$ cat src/rtl/btn_event.sv
// btn_event: turns a debounced button level into single-cycle press,
// release and auto-repeat events, plus a long-hold level.
// The release pulse port is named btn_release because "release" is a
// reserved word in SystemVerilog. All outputs come straight from flops.

// Property checker for the event outputs; only carries assertions.
module btn_event_chk (
  input logic clk,
  input logic rst_n,
  input logic press,
  input logic btn_release,
  input logic rpt,
  input logic step,
  input logic held
);

  // At most one of the three event pulses may be active in a cycle.
  a_one_event: assert property (@(posedge clk) disable iff (!rst_n)
    $onehot0({press, btn_release, rpt}))
    else $error("btn_event_chk: more than one event pulse active");

  // The single-step strobe is exactly press or repeat.
  a_step_def: assert property (@(posedge clk) disable iff (!rst_n)
    step == (press | rpt))
    else $error("btn_event_chk: step differs from press|rpt");

  // A release pulse never coexists with step or with the held level.
  a_release_clean: assert property (@(posedge clk) disable iff (!rst_n)
    btn_release |-> (!step && !held))
    else $error("btn_event_chk: release overlaps step or held");

endmodule

module btn_event #(
  parameter int unsigned HOLD_CYCLES   = 32'd50000000,
  parameter int unsigned REPEAT_CYCLES = 32'd10000000,
  parameter int unsigned CNT_W         = 32'd32
) (
  input  logic clk,
  input  logic rst_n,
  input  logic btn,
  input  logic en_repeat,
  output logic press,
  output logic btn_release,
  output logic rpt,
  output logic step,
  output logic held
);

  // Terminal counts: the counter is compared against these before it
  // would increment, so the first repeat lands HOLD_CYCLES after press.
  localparam logic [CNT_W-1:0] HOLD_LAST   = CNT_W'(HOLD_CYCLES - 32'd1);
  localparam logic [CNT_W-1:0] REPEAT_LAST = CNT_W'(REPEAT_CYCLES - 32'd1);
  localparam logic [CNT_W-1:0] CNT_ZERO    = {CNT_W{1'b0}};
  localparam logic [CNT_W-1:0] CNT_ONE     = {{(CNT_W-1){1'b0}}, 1'b1};

  typedef enum logic [1:0] {
    ST_IDLE   = 2'd0,
    ST_HOLD   = 2'd1,
    ST_REPEAT = 2'd2
  } state_t;

  state_t           state_r;
  state_t           state_s;
  logic [CNT_W-1:0] cnt_r;
  logic [CNT_W-1:0] cnt_s;
  logic             btn_q_r;
  logic             rise_s;
  logic             fall_s;

  logic             press_r;
  logic             release_r;
  logic             rpt_r;
  logic             step_r;
  logic             held_r;

  logic             press_s;
  logic             release_s;
  logic             rpt_s;
  logic             step_s;
  logic             held_s;

  // Edge detect against the previous-cycle button level.
  always_comb begin
    rise_s = btn & ~btn_q_r;
    fall_s = ~btn & btn_q_r;
  end

  // Button history flop; cleared by reset so a still-held button re-arms.
  always_ff @(posedge clk or negedge rst_n) begin
    if (!rst_n) begin
      btn_q_r <= 1'b0;
    end else begin
      btn_q_r <= btn;
    end
  end

  // Next-state, counter and event decode for the hold/repeat sequencer.
  always_comb begin
    state_s   = state_r;
    cnt_s     = cnt_r;
    press_s   = 1'b0;
    release_s = fall_s;
    rpt_s     = 1'b0;
    held_s    = held_r;

    case (state_r)
      ST_IDLE: begin
        held_s = 1'b0;
        if (rise_s) begin
          press_s = 1'b1;
          state_s = ST_HOLD;
          cnt_s   = CNT_ZERO;
        end else begin
          state_s = ST_IDLE;
          cnt_s   = CNT_ZERO;
        end
      end

      ST_HOLD: begin
        if (fall_s) begin
          // Release beats a terminal count landing in the same cycle.
          state_s = ST_IDLE;
          cnt_s   = CNT_ZERO;
          held_s  = 1'b0;
        end else if (cnt_r == HOLD_LAST) begin
          held_s = 1'b1;
          if (en_repeat) begin
            rpt_s   = 1'b1;
            state_s = ST_REPEAT;
            cnt_s   = CNT_ZERO;
          end else begin
            // Park at the terminal count so enabling repeat fires at once.
            state_s = ST_HOLD;
            cnt_s   = HOLD_LAST;
          end
        end else begin
          cnt_s = cnt_r + CNT_ONE;
        end
      end

      ST_REPEAT: begin
        if (fall_s) begin
          state_s = ST_IDLE;
          cnt_s   = CNT_ZERO;
          held_s  = 1'b0;
        end else if (!en_repeat) begin
          // Repeat switched off: fall back to the saturated hold point.
          state_s = ST_HOLD;
          cnt_s   = HOLD_LAST;
        end else if (cnt_r == REPEAT_LAST) begin
          rpt_s = 1'b1;
          cnt_s = CNT_ZERO;
        end else begin
          cnt_s = cnt_r + CNT_ONE;
        end
      end

      default: begin
        state_s = ST_IDLE;
        cnt_s   = CNT_ZERO;
        held_s  = 1'b0;
      end
    endcase

    step_s = press_s | rpt_s;
  end

  // Sequencer state and counter registers.
  always_ff @(posedge clk or negedge rst_n) begin
    if (!rst_n) begin
      state_r <= ST_IDLE;
      cnt_r   <= CNT_ZERO;
    end else begin
      state_r <= state_s;
      cnt_r   <= cnt_s;
    end
  end

  // Output registers; every event is visible the cycle after its cause.
  always_ff @(posedge clk or negedge rst_n) begin
    if (!rst_n) begin
      press_r   <= 1'b0;
      release_r <= 1'b0;
      rpt_r     <= 1'b0;
      step_r    <= 1'b0;
      held_r    <= 1'b0;
    end else begin
      press_r   <= press_s;
      release_r <= release_s;
      rpt_r     <= rpt_s;
      step_r    <= step_s;
      held_r    <= held_s;
    end
  end

  assign press       = press_r;
  assign btn_release = release_r;
  assign rpt         = rpt_r;
  assign step        = step_r;
  assign held        = held_r;

  btn_event_chk u_chk (
    .clk         (clk),
    .rst_n       (rst_n),
    .press       (press_r),
    .btn_release (release_r),
    .rpt         (rpt_r),
    .step        (step_r),
    .held        (held_r)
  );

endmodule

$ cat config.mk
export PLATFORM = sky130hd
export DESIGN_NAME = btn_event
export DESIGN_NICKNAME = d
export VERILOG_FILES = /design/src/rtl/btn_event.sv
export SDC_FILE = /design/constraint.sdc
export NUM_CORES = 1
export LEC_CHECK = 0
export BUFFER_PORTS_ARGS = -buffer_cell sky130_fd_sc_hd__buf_4
export CAP_MARGIN = 20
export CORE_UTILIZATION = 35
export DETAILED_ROUTE_END_ITERATION = 10
export GPL_TIMING_DRIVEN = 0
export PLACE_DENSITY_LB_ADDON = 0.1
export SETUP_SLACK_MARGIN = 0.15
export SLEW_MARGIN = 20
export SYNTH_ARGS = -nofsm -noshare
export SYNTH_HDL_FRONTEND = slang
export SYNTH_HIERARCHICAL = 1
export SYNTH_SLANG_ARGS = --single-unit
$ cat constraint.sdc
create_clock -name clk -period 2.1 [get_ports clk]
set_input_delay 0.21 -clock clk [delete_from_list [all_inputs] [get_ports clk]]
set_output_delay 0.21 -clock clk [all_outputs]
set_load 0.1 [all_outputs]
==> flow_summary.toml, run 1 <==
[status]
status = "complete, but fails checks"
violations = "setup timing"

[finish]
multi_input_area_sq_um = 1428
final_core_utilization = 0.4741
drive_above_1_share = 0.3684
fillCellCount = 583
syn_to_final_growth_pct = 31.33
num_antenna_cells = 0
fin_area_sq_um = 3010
finalNetCount = 274
layout.area.seq_sq_um = 1002

[placed_design]
hpwl_microns = 3628
place_ws_ns = -0.3507
placed_area_sq_um = 2445
portBuffers = 7
gp_congestion = 0.7704

[hold_path]
min_path_type = "in -> reg"
worstHoldEndpoint = "btn_q_r$_DFF_PN0_"
min_path_cells = 1
min_from = "btn"

[cts]
clock_latency_ns = 0.30
clockBufferDepth = 2
cts.sinks = 40
cts_tree = "built"
cts_buffers = 5
htreeDepth = 2
cts-root-buf = "clkbuf_8"
clk_pin_slew_ns = 0.08

[synth]
syn_inst = 229
synth_nets = 238
synth_cell_type_count = 47
async_reset_ff_frac = 1.000
seq_area_frac_synth = 0.4367
avgSynthCellArea_sq_um = 10.01
netlist.area_leader.share = 0.4367
synth_top_cells_by_count = "dfrtp_1 (40), a21oi_1 (22), nand3_1 (19), xor2_1 (19), nand2_1 (18)"
synth_edf_count = 0
synth.most_common_cell = "dfrtp_1"
synth.area.top_cells = "dfrtp_1 (44%), xor2_1 (7.3%), a21oi_1 (4.8%)"
ys.flop_type = "dfrtp_1"
synth_area_leader_cell = "dfrtp_1"
yosys_warnings = 6
ys_seq_elements = 40
netlist_area_sq_um = 2292

[critical_path]
arrival_ns = 2.33
crit_path_end_kind = "register"
r2r-start = "cnt_r[8]$_DFF_PN0_"
critPathMaxFanout = 7
r2r_cells = 6
start_kind = "register"
regToRegSetupSlack_ns = -0.04
worstPathRequired_ns = 2.29
r2r_end = "cnt_r[6]$_DFF_PN0_"
critPathKind = "reg -> reg"

[drt]
vias_per_cell = 5.437
drt-total-wl_microns = 5773
drtIter0Drc = 66
drt_pass1_iterations = 4
wl_per_cell_microns = 16.83
vias = 1865
final_antenna_net_count = 0
drt_drc_violations_left = 0

[timing]
worstMarginPinSlew_ns = 0.5324
setup_violations = 12
rsz0062_at_grt = "yes"
finalMaxSlewViolations = 0
setup_ws_ns = -0.03631
post-route-period-util = 1.017
clock_skew_ns = 0.005633
clock.fmax_mhz = 468.1
hold_viol = 0
min_period_ns = 2.136
slew_headroom = 0.6451

[die]
die_y_microns = 82.93
initial_core_util = 0.3610
num_rows = 29
ios = 9
core_area_sq_um = 6350
die_w_microns = 82.93
dieArea_sq_um = 6877

[power]
pwr_density_cell_nw_per_um2 = 617.3
ir_drop_mv = 0.3395
finalPower_w = 0.001858
p_leak_nw = 1.229

[grt]
grt_max_degree = 41
gr-total-overflow = 0
first_global_vias = 1878
grt_pass1_wl_microns = 9853
grt_usage = 0.1787
antenna_found_initial = 0

[run]
max-cap-violations = 0
## worst max-delay path by stage
stage	slack, ns	startpoint	endpoint
floorplan	0.13	cnt_r[8]$_DFF_PN0_	cnt_r[16]$_DFF_PN0_
global placement	-0.31	cnt_r[0]$_DFF_PN0_	cnt_r[22]$_DFF_PN0_
detailed placement	-0.35	cnt_r[0]$_DFF_PN0_	cnt_r[22]$_DFF_PN0_
global route	-0.12	cnt_r[8]$_DFF_PN0_	cnt_r[1]$_DFF_PN0_
finish	-0.04	cnt_r[8]$_DFF_PN0_	cnt_r[6]$_DFF_PN0_
CTS	0.008	cnt_r[7]$_DFF_PN0_	cnt_r[14]$_DFF_PN0_
## stage by stage
step           TNS, ns  cells  hold WS, ns
2_1_floorplan        0    229     -0.08559
3_5_place_dp    -5.414    313       0.2328
3_3_place_gp    -5.479    313       0.2322
6_report       -0.2677    343      0.03378
4_1_cts              0    335      0.02582
5_1_grt         -2.114    343      0.02139
## layout make-up
| cell class | count | area share |
|---|---|---|
| multi-input combinational | 174 | 0.4742 |
| sequential | 40 | 0.3329 |
| timing repair buffer | 29 | 0.08687 |
| clock buffer | 7 | 0.03200 |
| tap | 77 | 0.03200 |
| buffer | 6 | 0.02078 |
| inverter | 9 | 0.01122 |
| clock inverter | 1 | 0.009975 |
## timing repair
action                     CTS  global route
buffers inserted            13             7
resized for setup           33            29
cloned                       0             1
hold buffers                 1             0
hold endpoints to repair    40             0
pin swaps                   14            20
setup endpoints to repair   35            36
## layer usage
metal,up-vias,global-route usage,share of wire
li1,905,-,-
met1,940,0.2611,0.52
met3,7,0.03380,0.017
met5,-,0,0
met2,13,0.2608,0.46
met4,0,0.06740,0.012
## registers in the layout, indices dropped and copies added, names as in the netlist
signal / cells
step: 1
press: 1
rpt: 1
cnt_r: 32
btn_release: 1
btn_q_r: 1
state_r: 2
held: 1
## worst max-delay path: stages (launching register included)
cell     delay, ns
dfrtp_1       0.41
or4b_4        0.55
nor4_4        0.26
buf_4         0.18
nand4_1       0.13
a211o_4       0.42
o41ai_1       0.07
## layout by cell type, fill, tap and decap left out, drive strengths merged, types with 7 or more instances in the layout
cell type and n:
dfrtp 40, buf 30, a21oi 22, nand3 21
xor2 19, nand2 18, clkbuf 11, nor2 10
inv 9, nand4 9, xnor2 9, o21ai 9
and3 7
## power by group
group | internal (W) | switching, W | total [W] | leakage [nW]
combinational | 0.000104 | 0.000242 | 0.000346 | 0.614
clock | 0.000420 | 0.000292 | 0.000712 | 0.0645
sequential | 0.000786 | 0.0000148 | 0.000801 | 0.551
total | 0.00131 | 0.000549 | 0.00186 | 1.23
## kinds of logic after synthesis
| group | synth area share |
|---|---|
| AOI/OAI and AO/OA | 0.1310 |
| xor gates and xnor gates | 0.1070 |
| adders and majority gates | 0.02729 |
| buffers and inverters | 0.03712 |
| DFF | 0.4367 |
| and+or+nand+nor | 0.2609 |
Power figures use the tool's default switching activity.
==> run 2, diff against run 1 <==
Settings changed: CORE_UTILIZATION 35 to 55.
==> run 2 against run 1 <==
Against the previous run: power fell by 10%; critical path depth did not move; sequential power fell by 0.6%; combinational power barely moved; global-route usage rose by 9.8 points; highest routed layer unchanged; critical endpoint is now cnt_r[1]$_DFF_PN0_; clock skew fell by 0.0029 ns; routed wire length fell by 2.7%; the run still ends with setup timing left; die area fell by 36%; worst hold slack improved by 0.0031 ns.
==> flow_summary.toml, run 2 (synthesis results as in run 1) <==
[critical_path]
critPathTopFamily = "simple AND/OR/NAND/NOR gates"
start_kind = "register"
arrival_ns = 2.31
r2r_end = "cnt_r[1]$_DFF_PN0_"
worst_path_largest_cell_delay_ns = 0.56
r2r-start = "cnt_r[16]$_DFF_PN0_"
critPathKind = "reg -> reg"
worstPathCellList = "or4b_4, nor4_4, buf_4, nand4_1, a211o_1, o211ai_1"
critPathMaxFanout = 7
slowest_stage = "or4b_4"
crit_buf_inv = 1
crit_path_end_kind = "register"
worstPathRequired_ns = 2.30
r2r_cells = 6
regToRegSetupSlack_ns = -0.0005

[power]
ir_drop_mv = 0.4309
pwr_density_cell_nw_per_um2 = 574.0
p_leak_nw = 1.239

[drt]
drt-total-wl_microns = 5616
met2_length_microns = 2872
vias_per_cell = 6.047
drt_drc_violations_left = 0
top_layer_used = "met4"
drtIter0Drc = 176
drt_pass1_iterations = 4
wl_met3_microns = 285
vias = 1947
wl_per_cell_microns = 17.44
final_antenna_net_count = 0
met1Wirelength_microns = 2324

[cts]
clock_latency_ns = 0.29
htreeDepth = 2
cts.sinks = 40
clockBufferDepth = 2
cts_tree = "built"
clk_pin_slew_ns = 0.07
cts_buffers = 5
cts-root-buf = "clkbuf_8"

[die]
num_rows = 23
ios = 9
initial_core_util = 0.5730
die_w_microns = 66.56
dieArea_sq_um = 4430
core_area_sq_um = 4000
die_y_microns = 66.56

[timing]
worstMarginPinSlew_ns = 0.5410
finalMaxSlewViolations = 0
rsz0062_at_grt = "yes"
min_period_ns = 2.101
slew_headroom = 0.6366
post-route-period-util = 1.000
clock_skew_ns = 0.002781
setup_violations = 1
clock.fmax_mhz = 476.1
setup_ws_ns = -0.0005398
hold_viol = 0

[finish]
final_core_utilization = 0.7272
largest_register_ffs = 32
finalNetCount = 280
syn_to_final_growth_pct = 26.91
drive_above_1_share = 0.3125
largest-register = "cnt_r"
layoutNonFillerInstCount = 322
final_cell_mix = "dfrtp_1 (39), buf_4 (30), nand3_1 (19), xor2_1 (19), nand2_1 (15)"
num_antenna_cells = 0
layout_commonest_cell = "dfrtp_1"
largestRegisters = "cnt_r (32), state_r (2)"

[grt]
first_global_vias = 1916
gr-total-overflow = 0
antenna_found_initial = 0
grt_pass1_wl_microns = 8997
grt_usage = 0.2769
grt_max_degree = 41

[run]
max-cap-violations = 0

[status]
violations = "setup timing"
status = "complete, but fails checks"

[hold_path]
min_path_cells = 1
min_path_type = "in -> reg"
min_from = "btn"
worstHoldEndpoint = "btn_q_r$_DFF_PN0_"

[placed_design]
hpwl_microns = 3401
portBuffers = 7
gp_congestion = 0.8356
placed_cells = 286
place_ws_ns = -0.2790
[run 2: changes by cell type in the layout (fill, tap and decap cells not counted), moves of 2 or more]
cell	change
a21oi_1	+14
a21oi_2	-14
buf_4	+7
o21ai_0	+4
clkbuf_1	+2
o21ai_1	-2
o21ai_2	-2
[run 2: per-layer routing]
layer,vias up,track usage
li1,920,-
met1,954,0.3435
met2,60,0.4495
met3,13,0.05993
met4,0,0.1410
met5,-,0
[run 2: area by class of cell]
class / instances / area (sq um)
plain buffers: 6 / 62.56
repair buffers: 35 / 305.3
fillers: 288 / 1091
multi-input cells: 174 / 1353
clock buffers: 8 / 90.09
well taps: 50 / 62.56
flip-flops and latches: 40 / 1002
inverters: 9 / 33.78
[run 2: how the worst max path moves through the flow]
| stage | startpoint | to | depth (start not counted) |
|---|---|---|---|
| floorplan | cnt_r[8]$_DFF_PN0_ | cnt_r[16]$_DFF_PN0_ | 7 |
| global placement | cnt_r[0]$_DFF_PN0_ | cnt_r[22]$_DFF_PN0_ | 6 |
| detailed placement | cnt_r[0]$_DFF_PN0_ | cnt_r[22]$_DFF_PN0_ | 6 |
| CTS | cnt_r[16]$_DFF_PN0_ | cnt_r[1]$_DFF_PN0_ | 6 |
| global route | cnt_r[8]$_DFF_PN0_ | cnt_r[0]$_DFF_PN0_ | 6 |
| finish | cnt_r[16]$_DFF_PN0_ | cnt_r[1]$_DFF_PN0_ | 6 |
[run 2: repair_timing]
action | 4_1_cts | 5_1_grt
endpoints found under the setup margin | 34 | 35
hold buffers | 1 | 0
pin swaps | 14 | 8
hold endpoints to repair | 40 | 0
resized for setup | 27 | 12
gates cloned | 1 | 1
setup buffers | 19 | 6
[run 2: power breakdown]
part	switching, W	leakage [nW]	internal [W]	total (W)
clock network	0.000261	0.0455	0.000268	0.000529
logic	0.000234	0.642	0.000111	0.000345
registers	0.00000915	0.551	0.000786	0.000796
total	0.000504	1.24	0.00117	0.00167
[run 2: per-stage QoR]
stage                        TNS, ns  hold WS, ns  power (W)  instance area, sq um
final                     -0.0005398      0.03688   0.001670                  2909
after detailed placement      -3.526       0.2195   0.001059                  2411
after global placement        -3.097       0.2150   0.001055                  2411
after CTS                          0      0.02860   0.001653                  2814
after global routing         -0.8854      0.02818   0.001739                  2909
after floorplan                    0     -0.08559  0.0009803                  2296
==> run 3, diff against run 2 <==
Settings changed: CORE_UTILIZATION 55 to 59.
Clock period 2.1 ns to 2.5 ns, I/O delays scaled along.
==> run 3 against run 2 <==
Against the previous run: the run now ends clean; final area fell by 13%; flip-flop and latch count did not move; combinational power fell by 38%; global-route usage rose by 0.41 points; sequential share of layout area rose by 5.0 points; critical path depth did not move; clock skew rose by 0.0027 ns; worst hold slack improved by 0.041 ns; first-iteration DRC count fell by 24%; register-to-register slack improved by 0.28 ns; count of clock-buffer cells in the layout did not move; die area fell by 6.6%; critical path type unchanged; critical endpoint is now cnt_r[29]$_DFF_PN0_; highest routed layer unchanged.
==> flow_summary.toml, run 3 (synthesis results as in run 1) <==
[timing]
finalMaxSlewViolations = 0
setup_violations = 0
min_period_ns = 2.218
hold_viol = 0
post-route-period-util = 0.8872
setup_ws_ns = 0.2820
hold_slack_ns = 0.07796
rsz0062_at_grt = "no"
slew_headroom = 0.4528
clock.fmax_mhz = 450.9
worstMarginPinSlew_ns = 0.8141
clock_skew_ns = 0.005466
setup_tns_ns = 0

[critical_path]
slowest_stage = "or4b_4"
critPathMaxFanout = 10
critPathKind = "reg -> reg"
worstPathCellList = "or4b_4, nor4_4, a31oi_1, nand2_2, buf_4, a21oi_1"
crit_buf_inv = 1
cp.depth = 6
crit_path_end_kind = "register"
arrival_ns = 2.39
worstPathRequired_ns = 2.67
critPathTopFamily = "simple AND/OR/NAND/NOR gates"
worst_path_largest_cell_delay_ns = 0.58
r2r_cells = 6
start_kind = "register"

[cts]
clock_latency_ns = 0.29
clk_pin_slew_ns = 0.08
cts.sinks = 40
cts_tree = "built"
cts_buffers = 5
htreeDepth = 2
cts-root-buf = "clkbuf_8"
clockBufferDepth = 2

[placed_design]
hpwl_microns = 3679
place_ws_ns = 0.1612
gp_congestion = 0.8485
placed_cells = 284
portBuffers = 7

[power]
switchingPower_w = 0.0003860
ir_drop_mv = 0.3960
p_int_w = 0.0009400
swShare = 0.2911
finalPower_w = 0.001326
p_leak_nw = 1.032
clockPowerShare = 0.331
pwr_density_cell_nw_per_um2 = 523.1
seq_power_share = 0.507
pwr-share-comb = 0.162

[finish]
drive_above_1_share = 0.1510
num_antenna_cells = 0
largest_register_ffs = 32
final_cell_mix = "dfrtp_1 (40), a21oi_1 (22), nand3_1 (19), xor2_1 (19), nand2_1 (17)"
layout_commonest_cell = "dfrtp_1"
syn_to_final_growth_pct = 10.59
finalNetCount = 253
layoutNonFillerInstCount = 293
largest-register = "cnt_r"
largestRegisters = "cnt_r (32), state_r (2)"

[die]
die_w_microns = 64.33
initial_core_util = 0.6214
die_y_microns = 64.33
num_rows = 22
core_area_sq_um = 3689
dieArea_sq_um = 4138
ios = 9

[drt]
vias = 1851
final_antenna_net_count = 0
drt-total-wl_microns = 5103
wl_per_cell_microns = 17.42
drtIter0Drc = 133
drt_pass1_iterations = 4
drt_drc_violations_left = 0
vias_per_cell = 6.317

[grt]
grt_max_degree = 41
grt_pass1_wl_microns = 8804
antenna_found_initial = 0
grt_usage = 0.2810
gr-total-overflow = 0
first_global_vias = 1884

[hold_path]
min_path_cells = 1
min_path_type = "in -> reg"

[status]
status = "complete, no violations"

[run]
max-cap-violations = 0
-- run 3: changes by cell type in the layout (fill, tap and decap cells not counted), moves of 2 or more --
| cell | previous run | this run |
|---|---|---|
| nand2_1 | 15 | 17 |
| o22ai_1 | 1 | 3 |
| o21ai_0 | 6 | 8 |
| o22ai_2 | 2 | 0 |
| buf_4 | 30 | 8 |
| o41ai_2 | 2 | 0 |
| a21oi_1 | 14 | 22 |
| a21oi_2 | 8 | 0 |
| o41ai_1 | 1 | 3 |
| buf_6 | 4 | 2 |
-- run 3: worst paths after layout --
check | from | end | slack [ns]
worst max-delay path | cnt_r[8]$_DFF_PN0_ | cnt_r[29]$_DFF_PN0_ | 0.28
worst min-delay path | btn | btn_q_r$_DFF_PN0_ | 0.08
min in group asynchronous | rst_n | state_r[1]$_DFFE_PN0P_ | 0.47
worst max register to register | cnt_r[8]$_DFF_PN0_ | cnt_r[29]$_DFF_PN0_ | 0.28
worst min register to register | btn_q_r$_DFF_PN0_ | press$_DFF_PN0_ | 0.46
max in group asynchronous | rst_n | cnt_r[25]$_DFF_PN0_ | 1.69
-- run 3: per-stage QoR --
stage | utilization | area (sq um)
after floorplan | - | 2292
after global placement | 0.6520 | 2405
after detailed placement | 0.6520 | 2405
after CTS | 0.6815 | 2514
after global routing | 0.6872 | 2535
final | 0.6872 | 2535
-- run 3: power groups by stage --
stage / logic [W] / registers, W / clock network, W
after global placement: 0.000195 / 0.000684 / 0
final: 0.000215 / 0.000672 / 0.000438
after detailed placement: 0.000204 / 0.000685 / 0
after CTS: 0.000205 / 0.000672 / 0.000454
after floorplan: 0.000104 / 0.000719 / 0
after global routing: 0.000242 / 0.000674 / 0.000474
-- run 3: routing by layer --
metal  share of wire  vias up  routed length, microns  GRT usage
met1            0.42      921                    2161     0.3502
met3           0.040        6                     206    0.05536
met4           0.014        0                      71     0.1250
met2            0.52       56                    2664     0.4684
li1                -      868                       -          -
met5               0        -                       0          0
-- run 3: area by class of cell --
| cell class | count | area [sq um] |
|---|---|---|
| Timing Repair Buffer | 8 | 62.56 |
| Buffer | 6 | 52.55 |
| Inverter | 9 | 33.78 |
| Sequential cell | 40 | 1001 |
| Clock buffer | 8 | 90.09 |
| Fill cell | 297 | 1154 |
| Tap cell | 48 | 60.06 |
| Multi-Input combinational cell | 174 | 1235 |
-- run 3: timing repair --
item | 4_1_cts | 5_1_grt
endpoints found under the setup margin | 1 | 13
setup buffers | 0 | 0
resized for setup | 1 | 5
endpoints found under the hold margin | 40 | 0
hold buffers | 1 | 0
pin swaps | 0 | 0
